==> src/rtl/cpu_pkg.sv <==
// Shared definitions for the MIPS core pipeline registers.
//   HANDLER_PC_DEFAULT : exception vector loaded on a flush request
//   EXC_*              : 5-bit CP0 Cause.ExcCode values (EXC_NONE = no exception)
//   tnew_t             : default-width T_new field
//   PC8_OFFSET         : distance from an instruction to its return address (PC+8)
package cpu_pkg;

    localparam logic [31:0] HANDLER_PC_DEFAULT = 32'h0000_4180;
    localparam logic [31:0] PC8_OFFSET         = 32'd8;

    localparam int TNEW_W_DEFAULT = 2;
    typedef logic [TNEW_W_DEFAULT-1:0] tnew_t;

    // ExcCode values. EXC_NONE shares the encoding of Int because an
    // interrupt is never carried down the pipe as a stage exception code.
    localparam logic [4:0] EXC_NONE = 5'd0;
    localparam logic [4:0] EXC_ADEL = 5'd4;
    localparam logic [4:0] EXC_ADES = 5'd5;
    localparam logic [4:0] EXC_SYS  = 5'd8;
    localparam logic [4:0] EXC_BP   = 5'd9;
    localparam logic [4:0] EXC_RI   = 5'd10;
    localparam logic [4:0] EXC_OV   = 5'd12;

endpackage

==> src/rtl/sat_counter.sv <==
// Saturating up-counter.
//   clk   : clock, rising edge
//   reset : asynchronous active-high clear
//   inc   : count up by one this edge (ignored once all-ones)
//   count : current value
module sat_counter #(
    parameter int CNT_W = 16
) (
    input  logic             clk,
    input  logic             reset,
    input  logic             inc,
    output logic [CNT_W-1:0] count
);

    always_ff @(posedge clk or posedge reset) begin
        if (reset) begin
            count <= '0;
        end else if (inc && (count != {CNT_W{1'b1}})) begin
            count <= count + CNT_W'(1);
        end
    end

endmodule

==> src/rtl/pipe_stage_reg.sv <==
// Generic inter-stage pipeline register (D/E, E/M, M/W).
// Inputs d_* are captured into q_* with one cycle of latency. Per-edge
// priority: req (flush to handler) > clr (bubble) > hold (freeze) > load.
//   clk, reset        : clock; asynchronous active-high reset
//   req               : exception/interrupt flush to HANDLER_PC
//   clr               : insert bubble, keep PC/BD of the squashed slot
//   hold              : freeze every stage register
//   d_valid..d_payload: upstream stage fields
//   q_valid..q_payload: this stage's fields (q_pc8 = q_pc + 8)
//   bubble_cnt        : saturating count of clr-inserted bubbles
module pipe_stage_reg
    import cpu_pkg::*;
#(
    parameter int          PAYLOAD_W  = 128,
    parameter int          TNEW_W     = 2,
    parameter bit          TNEW_DEC   = 1'b1,
    parameter logic [31:0] HANDLER_PC = HANDLER_PC_DEFAULT,
    parameter int          CNT_W      = 16
) (
    input  logic                 clk,
    input  logic                 reset,
    input  logic                 req,
    input  logic                 clr,
    input  logic                 hold,
    input  logic                 d_valid,
    input  logic [31:0]          d_pc,
    input  logic                 d_bd,
    input  logic [4:0]           d_exc,
    input  logic [TNEW_W-1:0]    d_tnew,
    input  logic [PAYLOAD_W-1:0] d_payload,
    output logic                 q_valid,
    output logic [31:0]          q_pc,
    output logic [31:0]          q_pc8,
    output logic                 q_bd,
    output logic [4:0]           q_exc,
    output logic [TNEW_W-1:0]    q_tnew,
    output logic [PAYLOAD_W-1:0] q_payload,
    output logic [CNT_W-1:0]     bubble_cnt
);

    // T_new counts the stages until the result is ready; moving one stage
    // further down the pipe brings it one cycle closer, floored at zero.
    logic [TNEW_W-1:0] tnew_next;

    always_comb begin
        tnew_next = d_tnew;
        if (TNEW_DEC && (d_tnew != '0)) begin
            tnew_next = d_tnew - TNEW_W'(1);
        end
    end

    always_ff @(posedge clk or posedge reset) begin
        if (reset) begin
            q_valid   <= 1'b0;
            q_pc      <= '0;
            q_pc8     <= '0;
            q_bd      <= 1'b0;
            q_exc     <= EXC_NONE;
            q_tnew    <= '0;
            q_payload <= '0;
        end else if (req) begin
            q_valid   <= 1'b0;
            q_pc      <= HANDLER_PC;
            q_pc8     <= HANDLER_PC + PC8_OFFSET;
            q_bd      <= 1'b0;
            q_exc     <= EXC_NONE;
            q_tnew    <= '0;
            q_payload <= '0;
        end else if (clr) begin
            // The bubble still carries PC/BD so a later interrupt taken on
            // this slot reports the correct EPC and Cause.BD.
            q_valid   <= 1'b0;
            q_pc      <= d_pc;
            q_pc8     <= d_pc + PC8_OFFSET;
            q_bd      <= d_bd;
            q_exc     <= EXC_NONE;
            q_tnew    <= '0;
            q_payload <= '0;
        end else if (!hold) begin
            q_valid   <= d_valid;
            q_pc      <= d_pc;
            q_pc8     <= d_pc + PC8_OFFSET;
            q_bd      <= d_bd;
            q_exc     <= d_exc;
            q_tnew    <= tnew_next;
            q_payload <= d_payload;
        end
    end

    // Only explicit hazard bubbles are counted; a flush takes precedence
    // over clr and therefore does not count.
    sat_counter #(
        .CNT_W (CNT_W)
    ) u_bubble_cnt (
        .clk   (clk),
        .reset (reset),
        .inc   (clr && !req),
        .count (bubble_cnt)
    );

endmodule

==> config.mk <==
export PLATFORM = sky130hd
export DESIGN_NAME = pipe_stage_reg
export DESIGN_NICKNAME = d
export VERILOG_FILES = /design/src/rtl/cpu_pkg.sv /design/src/rtl/sat_counter.sv /design/src/rtl/pipe_stage_reg.sv
export SDC_FILE = /design/constraint.sdc
export NUM_CORES = 1
export LEC_CHECK = 0
export CELL_PAD_IN_SITES_DETAIL_PLACEMENT = 1
export CELL_PAD_IN_SITES_GLOBAL_PLACEMENT = 1
export CORE_UTILIZATION = 33
export CTS_BUF_LIST = sky130_fd_sc_hd__clkbuf_8
export DETAILED_ROUTE_END_ITERATION = 6
export HOLD_SLACK_MARGIN = 0.08
export PLACE_DENSITY = 0.89
export SYNTH_ARGS = -nofsm -noshare
export SYNTH_HDL_FRONTEND = slang
export SYNTH_SLANG_ARGS = --single-unit
==> constraint.sdc <==
create_clock -name clk -period 9.35 [get_ports clk]
set_input_delay 2.3375 -clock clk [delete_from_list [all_inputs] [get_ports clk]]
set_output_delay 2.3375 -clock clk [all_outputs]
set_load 0.05 [all_outputs]
Word-level counts from Yosys, hierarchy flattened
Index checks and enable logic that the tools add are counted.

storage, ports and cells
  register bits = 217
  output and inout bits = 217
  word-level logic and storage cells = 39

operators by class
  reductions and logical operators = 4
  add/subtract/negate cells = 3
  eq/ne operators = 2
  mux-type cells = 22

operators by type and width
  operator                                                            number
  128-bit two-way mux                                                 3
  32-bit two-way mux                                                  6
  32-bit by 4-bit adder with 32-bit output, second input constant     1
  16-bit by 1-bit adder with 16-bit output, second input constant     1
  16-bit != test, second input constant                               1
  5-bit two-way mux                                                   3
  2-bit two-way mux                                                   4
  1-bit two-way mux                                                   6
  3-bit != test, second input constant                                1
  1-bit logical AND                                                   2
  2-bit nonzero test                                                  1
  2-bit by 1-bit subtractor with 2-bit output, second input constant  1
  1-bit zero test                                                     1

Logic depth before layout (Yosys ltp)
Gate-level depths: netlist of run 1.

  depth in word-level cells = 5
  gate-level depth with buffers = 6
  depth with buffers taken out = 5

By module
From an unflattened synthesis of run 1, not the netlist that was laid out.

second synthesis, totals
  cell total of the unflattened synthesis = 797
  area total of the unflattened synthesis = 9083.7 um2

modules (own cells, without submodules)
  module          cells an instance  area each (um2)  times used
  pipe_stage_reg  726                8277.9           1
  sat_counter     71                 805.8            1

Worst setup path before layout of run 1
Ideal clock, no wire load.

  path kind = in2reg
  start point = in hold
  end point = reg q_pc8[10]
  data required time = 9.226 ns
  setup time = 0.124 ns
  arrival time = 3.301 ns
  stages on the path = 6
  buffers on the path = 3
  slack = 5.925 ns
  cells stage by stage = clkbuf_1 -> nand2_1 -> nand2b_1 -> clkbuf_1 -> buf_2 -> o21ai_1

between the ends
  word-level cells in the longest chain between the ends = 1

RTL lines
  item                     line                  text
  from (decl)              pipe_stage_reg.sv:24  input logic hold,
  3-bit != test (no line)  --
  to (signal assigned)     pipe_stage_reg.sv:64  q_pc8 <= HANDLER_PC + PC8_OFFSET;
  to (signal assigned)     pipe_stage_reg.sv:74  q_pc8 <= d_pc + PC8_OFFSET;
  to (signal assigned)     pipe_stage_reg.sv:82  q_pc8 <= d_pc + PC8_OFFSET;
  to (decl)                pipe_stage_reg.sv:33  output logic [31:0] q_pc8,

Every way passes these cells.
A chain may end at the register's enable or synchronous reset.

Final worst setup path of run 1
  start point = in hold
  end point = reg q_pc8[8]

The elaborated chain is that of the path after synthesis.

==> metrics.yaml, run 1 <==
routing:
  firstDrtPassIters: 4
  drc: 0
  drt_iter0_drc: 358
  routed_wl_um: 31000
  vias: 7479
  ant_nets: 0
  wire_per_inst_um: 20.4
  detail_route.vias_per_cell: 4.91
critical_path:
  startpoint: "hold"
  rr_startpoint: "u_bubble_cnt.count[5]"
  cp_max_fo: 96
  slowest_delay_ps: 1020
  reg2reg_slack_ps: 7520
  crit_required_ps: 9760
  cp_slowest_cell: "and2_2"
  crit_chain: "clkbuf_8 > and2_2 > nor2_2 > buf_4 > a21oi_1"
  worstSetupEndpoint: "q_pc8[8]"
  r2r_end: "u_bubble_cnt.count[1]"
  start_kind: "primary input"
  critPathCaptureType: "flip-flop"
  cp.arrival_ps: 4840
  crit_type: "in2reg"
  reg2reg_depth: 5
cts:
  cts_sinks: 214
  tritoncts: "yes"
  hold_buffers: 0
  cts_inserted_buffers: 39
  cts_max_path_buffers: 3
  insertion_delay_ps: 510
  ctsHtreeMaxLevel: 2
  postCtsSetupRepairBufs: 0
  path_clk_slew_ps: 60
  cts_resized: 0
  cts_root_buf: "clkbuf_8"
floorplan:
  rows: 60
  die_w_um: 167
  io_pins: 391
  coreArea_sq_um: 26900
  dieArea_sq_um: 28000
  die_h_um: 167
  start_util: 0.336
cells_and_area:
  multi_input_area_sq_um: 3430
  layout_commonest_cell: "clkdlybuf4s50_1"
  area_delta_synth_final_pct: 54.1
  fin_nets: 1336
  drive_above_1_share: 0.0651
  insertedDiodeCount: 0
  finalCoreUtilization: 0.518
  final_cell_mix: "389 x clkdlybuf4s50_1, 214 x dfrtp_1, 148 x nor2_1"
  seqCellArea_sq_um: 5360
  nFillCells: 2842
place:
  place_hpwl_um: 22200
  gp_congestion: 0.809
  numPortBuffers: 390
synth:
  ys_warn_count: 0
  seq_area_frac_synth: 0.593
  synth_seq_cells: 214
  ys.flop_type: "dfrtp_1"
  yosysUniqueCellTypes: 36
  synth_area_leader_cell: "dfrtp_1"
  postSynth.asyncResetShare: 1.00
  synthesis.nets: 952
  synth-edff-count: 0
  syn_area_per_cell_sq_um: 11.6
  synth_top_area_frac: 0.593
  synth_cells: 776
  synth.cell_area_sq_um: 9030
  ys_top_cells_by_area: "dfrtp_1 59%, mux2i_1 15%, nor2_1 6.2%"
sta:
  worstMarginPinSlew_ps: 1100
  post-route-min-period_ps: 4430
  hold_violations: 0
  fin_skew_ps: 6.06
  finalSetupTns_ps: 0
  max_freq_mhz: 226
  relSlewSlack: 0.264
  slew_viol_final: 0
  rsz0062_at_grt: "no"
  period_share: 0.474
  setup_viol: 0
run:
  maxCapViolations: 0
min_path:
  hold_class: "reg2reg"
power:
  ir_drop_mv: 0.124
  powerDensity_nw_per_um2: 173
  leakage_uw: 0.00623
grt:
  grt_pass1_wl_um: 47700
  grt_max_degree: 97
  gr-total-overflow: 0
  antenna_found_initial: 2
  grt_use_total: 0.220
  first_global_vias: 8288
outcome:
  status: "finished, final reports clean"
[worst min path at each step]
stage	start	end	slack (ps)	depth (start not counted)
floorplan	q_pc8[12]	q_pc8[12]	750	2
global placement	q_pc8[19]	q_pc8[19]	470	2
detailed placement	q_pc8[24]	q_pc8[24]	480	2
CTS	q_pc8[19]	q_pc8[19]	490	2
global route	q_pc8[17]	q_pc8[17]	510	2
finish	q_pc8[19]	q_pc8[19]	480	2
[layout make-up]
| type | instances | share of cell area |
|---|---|---|
| Sequential cell | 214 | 0.385 |
| Timing Repair Buffer | 396 | 0.284 |
| Multi-Input combinational cell | 506 | 0.246 |
| Clock buffer | 49 | 0.0484 |
| Tap cell | 341 | 0.0306 |
| Clock inverter | 15 | 0.00521 |
| Inverter | 3 | 0.00135 |
[power breakdown]
part | leakage [uW] | total (uW) | internal, uW | switching, uW
combinational | 0.00296 | 531 | 206 | 326
sequential | 0.00286 | 1020 | 976 | 40.9
clock | 0.000411 | 855 | 469 | 386
[critical path: cells and delay by family]
kind	cells	cell delay, ps
simple gates	2	1200
buf+inv	2	990
compound gates	1	260
[flip-flops by register name, indices dropped and copies added, names as in the netlist]
name and count:
q_valid 1, q_tnew 2, u_bubble_cnt.count 16, q_bd 1, q_pc 32, q_exc 5, q_pc8 29, q_payload 128
[through the flow]
stage	instance area (sq um)	total power (uW)	setup slack [ps]	hold slack (ps)	std cells
5_1_grt	13900	2510	4780	508	1524
3_5_place_dp	13200	1570	4290	477	1460
2_1_floorplan	9030	1330	1160	746	776
4_1_cts	13900	2440	4830	489	1524
3_3_place_gp	13200	1550	4420	467	1460
6_report	13900	2400	4920	480	1524
[per-layer routing]
metal	GRT usage	wire, um
met1	0.244	11900
met2	0.395	15800
met3	0.0740	2570
met4	0.0666	718
met5	0	27
[cells in the mapped netlist, drive strengths merged, types with 2 or more instances]
master	instances
a21oi	10
a22o	29
a31oi	3
and2	5
and3	14
and4	5
buf	30
clkbuf	23
dfrtp	214
ha	2
inv	3
mux2i	135
nand2	41
nand3	18
nand4	11
nor2	149
nor2b	3
nor3	3
nor4	5
o21ai	26
o22a	3
xnor2	28
xor2	9
[cell families after synthesis]
kind of cell	count (synthesis)	synth area share
AO/OA/AOI/OAI	72	0.0540
AND/OR/NAND/NOR	259	0.135
flip-flops	214	0.593
adder cells (fa/ha/maj)	2	0.00277
buffers and inverters	56	0.0288
XOR/XNOR	37	0.0359
multiplexers	136	0.151
(Power assumes the default switching activity.)
==> run 2, diff against run 1 <==
==> constraint.sdc (replaced) <==
create_clock -name clk -period 4.37 [get_ports clk]
set_input_delay 1.0925 -clock clk [delete_from_list [all_inputs] [get_ports clk]]
set_output_delay 1.0925 -clock clk [all_outputs]
set_load 0.05 [all_outputs]
==> run 2 against run 1 <==
Against the previous run:
- core utilization rose by 0.35 points
- critical path depth fell by 4
- wire length decreased by 0.88%
- clock power grew 120%
- sequential power up 110%
- first-iteration DRC count grew 18%
- cell count up 0.33%
- total power rose by 120%
- sequential cell count unchanged
- clock skew is essentially flat
- critical endpoint is now q_pc8[24]
- largest cell class unchanged
==> metrics.yaml, run 2 (synthesized netlist as in run 1, its figures left out) <==
cells_and_area:
  drive_above_1_share: 0.0657
  insertedDiodeCount: 0
  layout_commonest_cell: "clkdlybuf4s50_1"
  largest_register_ffs: 128
  largest-register: "q_payload"
  seqCellArea_sq_um: 5360
  multi_input_area_sq_um: 3430
  fin_nets: 1339
  finalInstanceArea_sq_um: 14000
  area_delta_synth_final_pct: 55.2
  final_cell_mix: "389 x clkdlybuf4s50_1, 214 x dfrtp_1, 148 x nor2_1"
  nFillCells: 2864
  largestRegisters: "q_payload: 128 flops, q_pc: 32 flops, q_pc8: 29 flops"
routing:
  vias: 7566
  wire_per_inst_um: 20.1
  detail_route.vias_per_cell: 4.95
  firstDrtPassIters: 4
  ant_nets: 0
  drc: 0
  drt_iter0_drc: 422
  routed_wl_um: 30800
cts:
  ctsHtreeMaxLevel: 2
  cts_sinks: 214
  tritoncts: "yes"
  cts_inserted_buffers: 38
  hold_buffers: 0
  postCtsSetupRepairBufs: 0
  insertion_delay_ps: 510
  cts_root_buf: "clkbuf_8"
  cts_max_path_buffers: 3
  cts_resized: 0
  path_clk_slew_ps: 60
place:
  gp_congestion: 0.785
  place_hpwl_um: 21900
  numPortBuffers: 390
  place_area_sq_um: 13300
sta:
  whs_ps: 490
  setup_viol: 0
  slew_viol_final: 0
  rsz0062_at_grt: "no"
  hold_violations: 0
  finalSetupTns_ps: 0
  worstMarginPinSlew_ps: 1260
  post-route-min-period_ps: 2930
  fin_skew_ps: 6.52
  period_share: 0.671
  relSlewSlack: 0.162
  max_freq_mhz: 341
power:
  p_sw_uw: 1630
  seq_power_share: 0.417
  p_int_uw: 3590
  ir_drop_mv: 0.219
  sw_frac_of_total: 0.311
  power_frac_comb: 0.220
  powerDensity_nw_per_um2: 372
  clkPwrFrac: 0.363
  leakage_uw: 0.00629
critical_path:
  cp_max_fo: 2
  start_kind: "flip-flop"
  rr_startpoint: "u_bubble_cnt.count[5]"
  worstSetupPathDepth: 1
  cp_slowest_cell: "clkdlybuf4s50_1"
  worstSetupEndpoint: "q_pc8[24]"
  reg2reg_depth: 5
  critPathTopFamily: "buffers and inverters"
  critPathCaptureType: "primary output"
  crit_required_ps: 3280
  path_buf_inv: 1
  slowest_delay_ps: 860
  crit_chain: "clkdlybuf4s50_1"
  cp.arrival_ps: 1840
  r2r_end: "u_bubble_cnt.count[1]"
  crit_type: "reg2out"
  startpoint: "q_pc8[24]"
  reg2reg_slack_ps: 2550
floorplan:
  die_w_um: 167
  die_h_um: 167
  io_pins: 391
  start_util: 0.336
  dieArea_sq_um: 28000
  rows: 60
  coreArea_sq_um: 26900
outcome:
  status: "finished, final reports clean"
min_path:
  hold_class: "reg2reg"
grt:
  first_global_vias: 8269
  gr-total-overflow: 0
  grt_max_degree: 140
  antenna_found_initial: 0
  grt_use_total: 0.217
  grt_pass1_wl_um: 47500
run:
  maxCapViolations: 0
## run 2: cell types whose count changed in the layout (fill, tap and decap cells not counted), sizes merged
cell	before	now
clkinvlp	3	1
bufinv	0	1
inv	11	14
clkinv	4	3
buf	6	10
## run 2: layout make-up
type / count / area share
Clock buffer: 49 / 0.0481
Clock inverter: 16 / 0.00643
Inverter: 3 / 0.00107
Multi-Input combinational cell: 506 / 0.244
Sequential cell: 214 / 0.382
Tap cell: 341 / 0.0304
Timing Repair Buffer: 400 / 0.288
## run 2: worst min path at each step
stage                    from         to  slack [ps]  cells after the start
global placement    q_pc8[12]  q_pc8[12]         470                      2
CTS                 q_pc8[31]  q_pc8[31]         500                      2
global route         q_pc[31]   q_pc[31]         520                      1
floorplan           q_pc8[12]  q_pc8[12]         750                      2
finish              q_pc8[27]  q_pc8[27]         490                      2
detailed placement  q_pc8[31]  q_pc8[31]         480                      2
## run 2: per-layer routing
metal / wire (um) / share of wire / global-route usage / vias to the layer above
li1: - / - / - / 3428
met1: 11800 / 0.38 / 0.246 / 3777
met2: 15600 / 0.51 / 0.387 / 308
met3: 2570 / 0.083 / 0.0716 / 53
met4: 780 / 0.025 / 0.0662 / 0
met5: 0 / 0 / 0 / -
## run 2: per-stage QoR
step	instances	setup WS, ps	total power, uW	utilization
final	1529	1440	5220	0.522
after global routing	1529	1380	5430	0.522
after global placement	1464	1300	3330	0.493
after CTS	1529	1400	5290	0.522
after floorplan	776	493	2850	-
after detailed placement	1464	1220	3360	0.493
## run 2: power groups by stage
| stage | combinational [uW] | sequential (uW) | clock, uW |
|---|---|---|---|
| final | 1150 | 2180 | 1890 |
| after global routing | 1210 | 2190 | 2030 |
| after CTS | 1160 | 2180 | 1950 |
| after detailed placement | 1150 | 2210 | 0 |
| after global placement | 1130 | 2200 | 0 |
| after floorplan | 284 | 2570 | 0 |
==> run 3, diff against run 2 <==
--- a/config.mk
+++ b/config.mk
@@ -7,11 +7,11 @@
 export LEC_CHECK = 0
 export CELL_PAD_IN_SITES_DETAIL_PLACEMENT = 1
 export CELL_PAD_IN_SITES_GLOBAL_PLACEMENT = 1
-export CORE_UTILIZATION = 33
+export CORE_UTILIZATION = 30
 export CTS_BUF_LIST = sky130_fd_sc_hd__clkbuf_8
 export DETAILED_ROUTE_END_ITERATION = 6
 export HOLD_SLACK_MARGIN = 0.08
-export PLACE_DENSITY = 0.89
+export PLACE_DENSITY = 0.86
 export SYNTH_ARGS = -nofsm -noshare
 export SYNTH_HDL_FRONTEND = slang
 export SYNTH_SLANG_ARGS = --single-unit
==> constraint.sdc (replaced) <==
create_clock -name clk -period 2.45 [get_ports clk]
set_input_delay 0.6125 -clock clk [delete_from_list [all_inputs] [get_ports clk]]
set_output_delay 0.6125 -clock clk [all_outputs]
set_load 0.05 [all_outputs]
==> run 3 against run 2 <==
Against the previous run:
- sequential power increased by 78%
- register-to-register slack got worse by 1900 ps
- first-iteration DRC count decreased by 20%
- sequential share of layout area decreased by 1.1 points
- critical path depth unchanged
==> metrics.yaml, run 3 (synthesized netlist as in run 1, its figures left out) <==
critical_path:
  cp.arrival_ps: 1770
  critPathCaptureType: "primary output"
  cp_max_fo: 2
  start_kind: "flip-flop"
  cp_slowest_cell: "clkdlybuf4s50_1"
  crit_required_ps: 1840
  slowest_delay_ps: 880
  crit_type: "reg2out"
  critPathTopFamily: "buffers and inverters"
  reg2reg_slack_ps: 620
  path_buf_inv: 1
  crit_chain: "clkdlybuf4s50_1"
floorplan:
  io_pins: 391
  die_h_um: 176
  rows: 63
  coreArea_sq_um: 29600
  dieArea_sq_um: 30800
  start_util: 0.305
  die_w_um: 176
grt:
  gr-total-overflow: 0
  grt_max_degree: 81
  antenna_found_initial: 0
  grt_use_total: 0.211
  grt_pass1_wl_um: 50200
  first_global_vias: 8678
routing:
  ant_nets: 0
  firstDrtPassIters: 4
  detail_route.vias_per_cell: 4.78
  routed_wl_um: 32500
  vias: 7729
  drc: 0
  drt_iter0_drc: 336
  wire_per_inst_um: 20.1
cts:
  path_clk_slew_ps: 60
  insertion_delay_ps: 540
  cts_root_buf: "clkbuf_8"
  ctsHtreeMaxLevel: 2
  cts_max_path_buffers: 3
  tritoncts: "yes"
  cts_sinks: 214
  cts_inserted_buffers: 40
cells_and_area:
  area_delta_synth_final_pct: 60.0
  nFillCells: 3163
  largestRegisters: "q_payload: 128 flops, q_pc: 32 flops, q_pc8: 29 flops"
  layout_commonest_cell: "clkdlybuf4s50_1"
  layoutNonFillerInstCount: 1616
  fin_nets: 1372
  finalCoreUtilization: 0.488
  drive_above_1_share: 0.0914
  largest-register: "q_payload"
  multi_input_area_sq_um: 3430
  insertedDiodeCount: 0
  seqCellArea_sq_um: 5360
  final_cell_mix: "376 x clkdlybuf4s50_1, 214 x dfrtp_1, 148 x nor2_1"
  largest_register_ffs: 128
  finalInstanceArea_sq_um: 14500
sta:
  rsz0062_at_grt: "no"
  relSlewSlack: 0.595
  hold_violations: 0
  whs_ps: 492
  setup_viol: 0
  period_share: 0.972
  fin_skew_ps: 25.0
  postLayoutSetupSlackWorst_ps: 67.9
  slew_viol_final: 0
  max_freq_mhz: 420
  post-route-min-period_ps: 2380
  worstMarginPinSlew_ps: 605
run:
  maxCapViolations: 0
min_path:
  hold_class: "reg2reg"
outcome:
  status: "finished, final reports clean"
place:
  place_area_sq_um: 13600
  placed_cells: 1544
  numPortBuffers: 390
  place_hpwl_um: 23800
  pre_cts_ws_ps: 46.3
  gp_congestion: 0.859
power:
  ir_drop_mv: 0.395
  powerDensity_nw_per_um2: 651
  leakage_uw: 0.00663
==> run 3: changes by cell type in the layout (fill, tap and decap cells not counted) <==
cell,change
buf_12,+7
inv_6,+1
dlymetal6s2s_1,+8
clkinv_2,-1
bufinv_16,-1
clkbuf_8,+3
clkdlybuf4s50_1,-13
inv_1,+4
clkinv_4,+1
dlygate4sd2_1,+5
buf_4,+24
==> run 3: through the flow <==
step                setup TNS (ps)  power (uW)
floorplan                  -202580        5080
CTS                              0        9580
finish                           0        9410
global route                     0        9820
detailed placement               0        6050
global placement                 0        6010
==> run 3: final timing paths <==
| kind | from | endpoint | cells past startpoint |
|---|---|---|---|
| worst max-delay path | q_payload[111] | q_payload[111] | 1 |
| worst max register to register | u_bubble_cnt.count[11] | u_bubble_cnt.count[1] | 5 |
| max in group asynchronous | reset | u_bubble_cnt.count[11] | 3 |
| min in group asynchronous | reset | q_payload[31] | 3 |
| worst min register to register | q_pc8[28] | q_pc8[28] | 2 |
| worst min-delay path | q_pc8[28] | q_pc8[28] | 2 |
==> run 3: power by group <==
group          switching, uW  leakage (uW)  internal [uW]
logic                   1270       0.00330            823
registers                157       0.00286           3730
clock network           1540      0.000476           1900
==> run 3: timing repair <==
| action | in CTS | in global routing |
|---|---|---|
| endpoints found under the hold margin | 0 | 0 |
| setup buffers | 0 | 0 |
| setup endpoints to repair | 5 | 8 |
| hold buffers | 0 | 0 |
| gates resized for setup | 5 | 8 |
==> run 3: layer usage <==
layer / global-route usage / share of wire
met2: 0.374 / 0.50
met4: 0.0775 / 0.034
met5: 0 / 0
met1: 0.229 / 0.37
met3: 0.0766 / 0.096
==> run 3: area by class of cell <==
cell class | count | share of cell area
inverter | 3 | 0.00104
sequential | 214 | 0.370
tap | 390 | 0.0338
timing repair buffer | 431 | 0.302
clock inverter | 20 | 0.00606
clock buffer | 52 | 0.0495
multi-input combinational | 506 | 0.237
